## config.mk

```make
export PLATFORM = sky130hd
export DESIGN_NAME = fpu_arbiter
export DESIGN_NICKNAME = d
export VERILOG_FILES = /design/src/rtl/fpu_arbiter_pkg.sv /design/src/rtl/fpu_arbiter_rr_arbiter.sv /design/src/rtl/fpu_arbiter.sv
export SDC_FILE = /design/constraint.sdc
export NUM_CORES = 1
export LEC_CHECK = 0
export ABC_AREA = 1
export BUFFER_PORTS_ARGS = -buffer_cell sky130_fd_sc_hd__clkbuf_2
export CAP_MARGIN = 30
export CORE_AREA = 2 2 159 161
export CTS_CLUSTER_SIZE = 12
export DETAILED_ROUTE_END_ITERATION = 6
export DIE_AREA = 0 0 161 163
export SLEW_MARGIN = 15
export SYNTH_ARGS = -nofsm -noshare
export SYNTH_HDL_FRONTEND = slang
export SYNTH_SLANG_ARGS = --single-unit
```

## constraint.sdc

```tcl
create_clock -name clk -period 6.06 [get_ports clk]
set_clock_uncertainty 0.1 [all_clocks]
set_input_delay 0.606 -clock clk [delete_from_list [all_inputs] [get_ports clk]]
set_output_delay 0.606 -clock clk [all_outputs]
set_load 0.02 [all_outputs]
```

## src/rtl/fpu_arbiter_pkg.sv

```systemverilog
// ---------------------------------------------------------------------------
// fpu_arbiter_pkg
// Shared FPU definitions used by the arbiter and anything else that talks to
// the shared fpu datapath: datapath width, default latency and the opcode set.
// ---------------------------------------------------------------------------
package fpu_arbiter_pkg;

  localparam int FPU_W           = 32;
  localparam int FPU_LAT_DEFAULT = 2;

  typedef enum logic [1:0] {
    FPU_OP_ADD = 2'b00,
    FPU_OP_SUB = 2'b01,
    FPU_OP_DIV = 2'b10,
    FPU_OP_MUL = 2'b11
  } fpu_op_e;

endpackage

```

## src/rtl/fpu_arbiter_rr_arbiter.sv

```systemverilog
// ---------------------------------------------------------------------------
// rr_arbiter
// Round-robin priority select over NUM_REQ requests. The search starts at the
// internal pointer and wraps; the winner gets a one-hot grant and the pointer
// moves to the slot just after the winner so it has lowest priority next time.
//
// Ports:
//   clk, rst_n : clock, asynchronous active-low reset (pointer -> 0)
//   en         : 0 forces no grant and freezes the pointer
//   req        : request vector
//   gnt        : one-hot grant, or zero
//   gnt_id     : binary index of the granted request (0 when no grant)
//   gnt_any    : a grant is issued this cycle
// ---------------------------------------------------------------------------
module rr_arbiter #(
  parameter int NUM_REQ = 4,
  parameter int ID_W    = 2
) (
  input  logic               clk,
  input  logic               rst_n,
  input  logic               en,
  input  logic [NUM_REQ-1:0] req,
  output logic [NUM_REQ-1:0] gnt,
  output logic [ID_W-1:0]    gnt_id,
  output logic               gnt_any
);

  logic [ID_W-1:0] ptr;
  logic [ID_W-1:0] ptr_nxt;

  // NOTE: every output of a combinational block gets a default before any
  // conditional logic, so no path leaves a variable unassigned (no latch).
  always_comb begin
    gnt     = '0;
    gnt_id  = '0;
    gnt_any = 1'b0;
    if (en) begin
      for (int k = 0; k < NUM_REQ; k++) begin
        if (!gnt_any && req[(int'(ptr) + k) % NUM_REQ]) begin
          gnt_any                          = 1'b1;
          gnt[(int'(ptr) + k) % NUM_REQ]   = 1'b1;
          gnt_id                           = ID_W'((int'(ptr) + k) % NUM_REQ);
        end
      end
    end
    ptr_nxt = ID_W'((int'(gnt_id) + 1) % NUM_REQ);
  end

  // NOTE: state registers use non-blocking assignments so every flop samples
  // pre-edge values regardless of statement order.
  always_ff @(posedge clk or negedge rst_n) begin
    if (!rst_n) begin
      ptr <= '0;
    end else if (gnt_any) begin
      ptr <= ptr_nxt;
    end
  end

endmodule

```

## src/rtl/fpu_arbiter.sv

```systemverilog
// ---------------------------------------------------------------------------
// fpu_arbiter
// Shares one fixed-latency fpu between NUM_REQ scalar issue units. Each cycle
// at most one valid request is granted (round-robin), its operands/opcode are
// registered onto the fpu inputs, and its id travels down a FPU_LAT-deep tag
// pipeline that lines up with the fpu result. Results leave on one broadcast
// response bus tagged with the originating id; there is no backpressure.
//
// Ports:
//   clk, rst_n          : clock, asynchronous active-low reset
//   req_valid/req_ready : per-requester valid / one-hot grant
//   req_a, req_b, req_op: packed per-requester operands and opcode
//   hold                : 1 = no new grants, in-flight ops still drain
//   fpu_a, fpu_b, fpu_op: registered fpu inputs
//   fpu_o               : fpu result
//   rsp_valid/id/data   : one-cycle response pulse, id and result
//   idle                : nothing in flight and no grant this cycle
// ---------------------------------------------------------------------------
module fpu_arbiter
  import fpu_arbiter_pkg::*;
#(
  parameter int NUM_REQ = 4,
  parameter int FPU_LAT = FPU_LAT_DEFAULT,
  parameter int ID_W    = 2
) (
  input  logic                     clk,
  input  logic                     rst_n,
  input  logic [NUM_REQ-1:0]       req_valid,
  output logic [NUM_REQ-1:0]       req_ready,
  input  logic [FPU_W*NUM_REQ-1:0] req_a,
  input  logic [FPU_W*NUM_REQ-1:0] req_b,
  input  logic [2*NUM_REQ-1:0]     req_op,
  input  logic                     hold,
  output logic [FPU_W-1:0]         fpu_a,
  output logic [FPU_W-1:0]         fpu_b,
  output logic [1:0]               fpu_op,
  input  logic [FPU_W-1:0]         fpu_o,
  output logic                     rsp_valid,
  output logic [ID_W-1:0]          rsp_id,
  output logic [FPU_W-1:0]         rsp_data,
  output logic                     idle
);

  // Holds 0..FPU_LAT+1 outstanding operations.
  localparam int CNT_W = $clog2(FPU_LAT + 2);

  logic [NUM_REQ-1:0]           gnt;
  logic [ID_W-1:0]              gnt_id;
  logic                         accept;
  logic                         launch;
  logic [FPU_LAT-1:0]           tag_vld;
  logic [FPU_LAT-1:0][ID_W-1:0] tag_id;
  logic [CNT_W-1:0]             inflight;

  // Gating with rst_n keeps req_ready low for the whole reset assertion, not
  // just from the first clock edge.
  rr_arbiter #(
    .NUM_REQ (NUM_REQ),
    .ID_W    (ID_W)
  ) u_rr (
    .clk     (clk),
    .rst_n   (rst_n),
    .en      (~hold & rst_n),
    .req     (req_valid),
    .gnt     (gnt),
    .gnt_id  (gnt_id),
    .gnt_any (accept)
  );

  assign req_ready = gnt;
  assign launch    = tag_vld[FPU_LAT-1];
  assign idle      = (inflight == '0) & ~|req_ready;

  always_ff @(posedge clk or negedge rst_n) begin
    if (!rst_n) begin
      fpu_a     <= '0;
      fpu_b     <= '0;
      fpu_op    <= '0;
      tag_vld   <= '0;
      tag_id    <= '0;
      rsp_valid <= 1'b0;
      rsp_id    <= '0;
      rsp_data  <= '0;
      inflight  <= '0;
    end else begin
      // fpu inputs keep their last value when nothing is accepted.
      if (accept) begin
        fpu_a  <= req_a[int'(gnt_id)*FPU_W +: FPU_W];
        fpu_b  <= req_b[int'(gnt_id)*FPU_W +: FPU_W];
        fpu_op <= req_op[int'(gnt_id)*2 +: 2];
      end

      // Tag pipeline never stalls; the id of an empty slot is don't-care.
      tag_vld[0] <= accept;
      tag_id[0]  <= gnt_id;
      for (int i = 1; i < FPU_LAT; i++) begin
        tag_vld[i] <= tag_vld[i-1];
        tag_id[i]  <= tag_id[i-1];
      end

      // Last tag stage lines up with fpu_o for that operation.
      rsp_valid <= launch;
      if (launch) begin
        rsp_id   <= tag_id[FPU_LAT-1];
        rsp_data <= fpu_o;
      end

      unique case ({accept, launch})
        2'b10:   inflight <= inflight + CNT_W'(1);
        2'b01:   inflight <= inflight - CNT_W'(1);
        default: inflight <= inflight;
      endcase
    end
  end

endmodule

```

Word-level counts from Yosys, hierarchy flattened
Cells that the tools add are included. W data, S select, Z words.

$add $sub $neg: 6. Magnitude comparators: 8. Equal/unequal tests: 2. Shift operators: 3. Mux-type cells: 41. Bitwise gates (word level): 9. Reductions and logical operators: 17.

Operator list (number): $shiftx A128 B8 Y32 (2); $mux W4 (8); $mux W1 (19); $lt A3 B4 Y1 const B (3); $or A4 B4 Y4 (3); $mux W2 (5); $ge A3 B1 Y1 const B (3); $bmux W1 S2 (4); $demux W1 S2 (4); $shiftx A8 B4 Y2 (1); $logic_and A1 B1 Y1 (7); $add A2 B1 Y2 const B (3); $reduce_or A2 Y1 (3); $add A2 B2 Y2 const B (2); $logic_not A1 Y1 (4); $pmux W2 S2 (1); $reduce_or A4 Y1 (1); $and A1 B1 Y1 const A (3); $lt A2 B3 Y1 const B (1); $and A1 B1 Y1 (2); $eq A2 B1 Y1 const B (1); $eq A2 B2 Y1 const B (1); $ge A2 B1 Y1 const B (1); $logic_not A2 Y1 (1); 3 further kinds (3).

Register bits after elaboration: 111. Input bits: 303. Output and inout port bits: 106. Word-level logic and storage cells: 97.

Depth between registers and ports, before layout
Depth in word-level cells: 20. Gate-level depth with buffers: 18. Depth with buffers taken out: 15.

Cells and area by module
A second synthesis with hierarchy kept.

Cells, all modules: 1255. Area, all modules: 7858.8 µm².

By module, submodules not included: fpu_arbiter (times used 1, cells each 1146, area an instance 7189.4 µm²); rr_arbiter (times used 1, cells each 109, area an instance 669.4 µm²).

Least setup slack after synthesis
Ideal clock, no wire load.

Kind: register to register. Start point: reg u_rr.ptr[0]. End point: reg inflight[1]. Library setup time: 0.124 ns. Data arrival time: 2.493 ns. Required time: 5.836 ns. Setup slack: 3.343 ns. Cell stages (with the launch flop): 16. Buffers on the path: 2. Clock period less this slack: 2.717 ns. Path through: dfrtp_1 > buf_6 > inv_4 > ha_1 > inv_1 > nand3_1 > nand2_2 > inv_2 > nor2_4 > nand3_1 > nand2_1 > clkbuf_1 > ha_1 > a21oi_1 > o21ai_0 > xnor2_1.

Cells in the longest elaborated chain, start to end: 18. Elaborated cells between the ends (all ways): 32. Those cells by class: add/sub (3); eq/ne (2); mux (20); reduce/logical (7).

RTL lines: from (decl) (line fpu_arbiter_rr_arbiter.sv:28) `logic [ID_W-1:0] ptr;`; from (signal assigned) (line fpu_arbiter_rr_arbiter.sv:55) `ptr <= ptr_nxt;`; branches (longest 14 deep; another with $add A2 B1 Y2); $mux W1 * (line fpu_arbiter_rr_arbiter.sv:39) `if (!gnt_any && req[(int'(ptr) + k) % NUM_REQ]) begin`; $mux W1 * (line fpu_arbiter_rr_arbiter.sv:37) `if (en) begin`; $eq A2 B1 Y1 or $eq A2 B2 Y1 (tied branches) (line fpu_arbiter.sv:108) `unique case ({accept, launch})`; $pmux W2 S2 or $reduce_bool A2 Y1 (tied branches); to (signal assigned) (line fpu_arbiter.sv:109) `2'b10: inflight <= inflight + CNT_W'(1);`; to (signal assigned) (line fpu_arbiter.sv:110) `2'b01: inflight <= inflight - CNT_W'(1);`; to (signal assigned) (line fpu_arbiter.sv:111) `default: inflight <= inflight;`; to (decl) (line fpu_arbiter.sv:53) `logic [CNT_W-1:0] inflight;`.

Every way passes the cells marked *. The select of a mux whose other input is x is not followed. A chain may end at the register's enable or synchronous reset.

Final worst setup path
Start point: reg u_rr.ptr[0]. End point: reg fpu_a[23].

Cells in the longest elaborated chain, start to end: 17. Elaborated cells between the ends (all ways): 34. Those cells by class: add/sub (3); shift (1); mux (24); reduce/logical (6).

RTL lines: branches (longest 17 deep; another with $add A2 B1 Y2); to (signal assigned) (line fpu_arbiter.sv:88) `fpu_a <= req_a[int'(gnt_id)*FPU_W +: FPU_W];`; to (decl) (line fpu_arbiter.sv:34) `output logic [FPU_W-1:0] fpu_a,`.

Several ways; the timed one is not identified. The select of a mux whose other input is x is not followed.

==> impl_metrics.json <==
{
  "via_per_inst": 4.69,
  "syn_inst": 1270,
  "finalSetupViolCount": 0,
  "period_share": 0.663,
  "synth_compound_area_frac": 0.00811,
  "fin_util": 0.433,
  "tightest_slew_ps": 974,
  "vias": 9138,
  "end_kind": "flip-flop",
  "post-cts-setup-buffers": 0,
  "grt_use_total": 0.218,
  "start_kind": "flip-flop",
  "status": "complete, no violations",
  "finalWeightedCongestion": 0.861,
  "place_ws_ps": 1800,
  "place_inst": 1930,
  "rsz0062_at_grt": "false",
  "pin_count": 409,
  "drc": 0,
  "dp_hpwl_mm": 20.8,
  "wl_mm": 29.5,
  "final_cell_area_sq_mm": 0.0107,
  "relSlewSlack": 0.350,
  "synth_top_flop_cell": "dfrtp_1",
  "grt_pass1_vias": 8737,
  "core_sq_mm": 0.0247,
  "seq_area_sq_mm": 0.00278,
  "insertedDiodeCount": 0,
  "use_met3": 0.0489,
  "start_util": 0.331,
  "yosys.area.top_type": "dfrtp_1",
  "final_cells": 1947,
  "max_stage_delay_ps": 680,
  "use_met2": 0.387,
  "top_usage_layer": "met2",
  "period_needed_ps": 4020,
  "crit_start": "u_rr.ptr[0]$_DFFE_PN0P_",
  "p_per_area_mw_per_mm2": 446,
  "crit_type": "flip-flop to flip-flop",
  "synth_top_family_by_area": "simple AND/OR/NAND/NOR gates",
  "crit_buf_inv": 4,
  "critPathRequiredTime_ps": 6200,
  "rr_worst_depth": 15,
  "clock.fmax_mhz": 249,
  "num_rows": 58,
  "synth_xor_area_frac": 0.00214,
  "synth-edff-count": 0,
  "worstPathArrival_ps": 4160,
  "portBuffers": 408,
  "drtAntennaViolNets": 0,
  "postCtsHoldBufs": 0,
  "min-delay-path-class": "input port to async pin",
  "antenna_found_initial": 0,
  "power_mw": 4.77,
  "numCtsBuffers": 9,
  "die_h_microns": 163,
  "die_area_sq_mm": 0.0262,
  "slew_violations": 0,
  "cts_root_buffer": "clkbuf_16",
  "r2r-end": "fpu_a[23]$_DFFE_PN0P_",
  "cp-endpoint": "fpu_a[23]$_DFFE_PN0P_",
  "num-fill-cells": 2661,
  "dieWidth_microns": 161,
  "insertion_delay_ps": 350,
  "crit_path_max_fanout": 59,
  "cap_violations": 0,
  "synthTopCellsByArea": "dfrtp_1, nand2_1, inv_1",
  "finalSetupTns_ps": 0,
  "grt_max_degree": 88,
  "synthAdderAreaFrac": 0.0138,
  "yosysUniqueCellTypes": 27,
  "cpMaxStageDelayCell": "dfrtp_1",
  "cpMostUsedCell": "nand2_1",
  "whs_ps": 145,
  "synthSimpleGateAreaFrac": 0.404,
  "fin_nets": 1924,
  "crit_family": "simple AND/OR/NAND/NOR gates",
  "avgSynthCellArea_sq_um": 6.44,
  "path_cells": "inv_4, ha_1, inv_1, nand3_1, nand2_2, a21oi_1, nand2_4, nand3_4, buf_12, buf_4, nand2_1, nand3_1, nand2_1, nand2_1, nand2_1",
  "synthArstFlopShare": 1.00,
  "grt_pass1_wl_mm": 45.5,
  "clk_pin_slew_ps": 80,
  "synthMuxAreaShare": 0.0468,
  "cts.htree.levels": 3,
  "area_growth_pct": 30.7,
  "r2r-start": "u_rr.ptr[0]$_DFFE_PN0P_",
  "netlist.area_leader.share": 0.340,
  "ys.warnings.count": 0,
  "cts.repair.resized": 0,
  "vdd_drop_max_mv": 0.338,
  "first_pass_iters": 5,
  "clk_path_buf_depth": 2,
  "ff2ff_setup_slack_ps": 2040,
  "synth-seq-cells": 111,
  "multi_input_area_sq_mm": 0.00391,
  "hold_violations": 0,
  "syn_area_sq_mm": 0.00818,
  "drive_gt1_frac": 0.303,
  "cp_num_cells": 15,
  "post_drt_wl_per_cell_microns": 15.2,
  "placed_area_sq_mm": 0.0103,
  "ys_seq_area_frac": 0.340,
  "cts_tree": "yes",
  "syn_nets": 1582,
  "grt_overflow": 0,
  "cts_sinks": 111,
  "worst_slack_ps": 2040,
  "leakage_nw": 6.91,
  "grt_use_met1": 0.265,
  "drt_iter0_drc": 557
}
-- metal layers --
layer / vias up / part of all wire
met4: 0 / 0.021
li1: 4617 / -
met3: 38 / 0.077
met2: 393 / 0.49
met1: 4090 / 0.41
met5: - / 0
-- power by group --
group          internal [mW]  total (mW)  switching (mW)
combinational          0.854        2.81            1.95
clock                  0.374       0.690           0.316
sequential              1.07        1.28           0.208
-- layout by cell type, fill, tap and decap left out, types with 3 or more instances in the layout --
master,synthesis,final
nand3_1,149,149
nand2_2,4,3
a22oi_1,4,4
clkbuf_16,0,9
inv_2,5,5
nand4_1,133,133
nand2_4,1,3
inv_8,0,3
nand2_1,428,427
nor2_1,4,3
mux2_2,34,34
ha_1,9,9
clkbuf_2,0,407
buf_4,4,12
nor2_4,2,3
inv_1,282,282
dfrtp_1,111,111
-- final cells by class --
type	count	share of cell area
multi-input cells	781	0.365
flip-flops and latches	111	0.260
repair buffers	421	0.203
inverters	288	0.101
well taps	330	0.0386
clock buffers	9	0.0211
clock inverters	7	0.0104
-- how the worst min path moves through the flow --
stage,slack (ps),to,cells after the start,start
CTS,150,fpu_b[20]$_DFFE_PN0P_,1,rst_n
finish,140,fpu_b[23]$_DFFE_PN0P_,1,rst_n
floorplan,210,fpu_a[0]$_DFFE_PN0P_,0,rst_n
global route,170,fpu_a[31]$_DFFE_PN0P_,1,rst_n
detailed placement,240,tag_id[2]$_DFF_PN0_,0,tag_id[0]$_DFF_PN0_
global placement,230,tag_vld[1]$_DFF_PN0_,0,tag_vld[0]$_DFF_PN0_
-- cell families (layout without fill, tap and decap cells) --
family | count (synthesis) | count (layout)
multiplexers | 34 | 34
buffers and inverters | 378 | 725
AND/OR/NAND/NOR | 725 | 725
adder cells (fa/ha/maj) | 9 | 9
flip-flops | 111 | 111
AO/OA/AOI/OAI | 11 | 11
XOR/XNOR | 2 | 2
-- registers in the layout (all words and copies together) (netlist names) --
| register | cells |
|---|---|
| rsp_id | 2 |
| rsp_valid | 1 |
| u_rr.ptr | 2 |
| fpu_a | 32 |
| rsp_data | 32 |
| fpu_b | 32 |
| fpu_op | 2 |
| tag_vld | 2 |
| tag_id | 4 |
| inflight | 2 |
-- cell usage after synthesis, types with 4 or more instances --
library cell    n
nand3_1       149
mux2_2         34
dfrtp_1       111
ha_1            9
nor2_1          4
buf_6           5
nand2_1       428
nand4_1       133
nand2_2         4
inv_1         282
buf_4           4
buf_1          17
clkbuf_1       32
buf_2          32
a22oi_1         4
inv_2           5
Power figures use the tool's default switching activity.
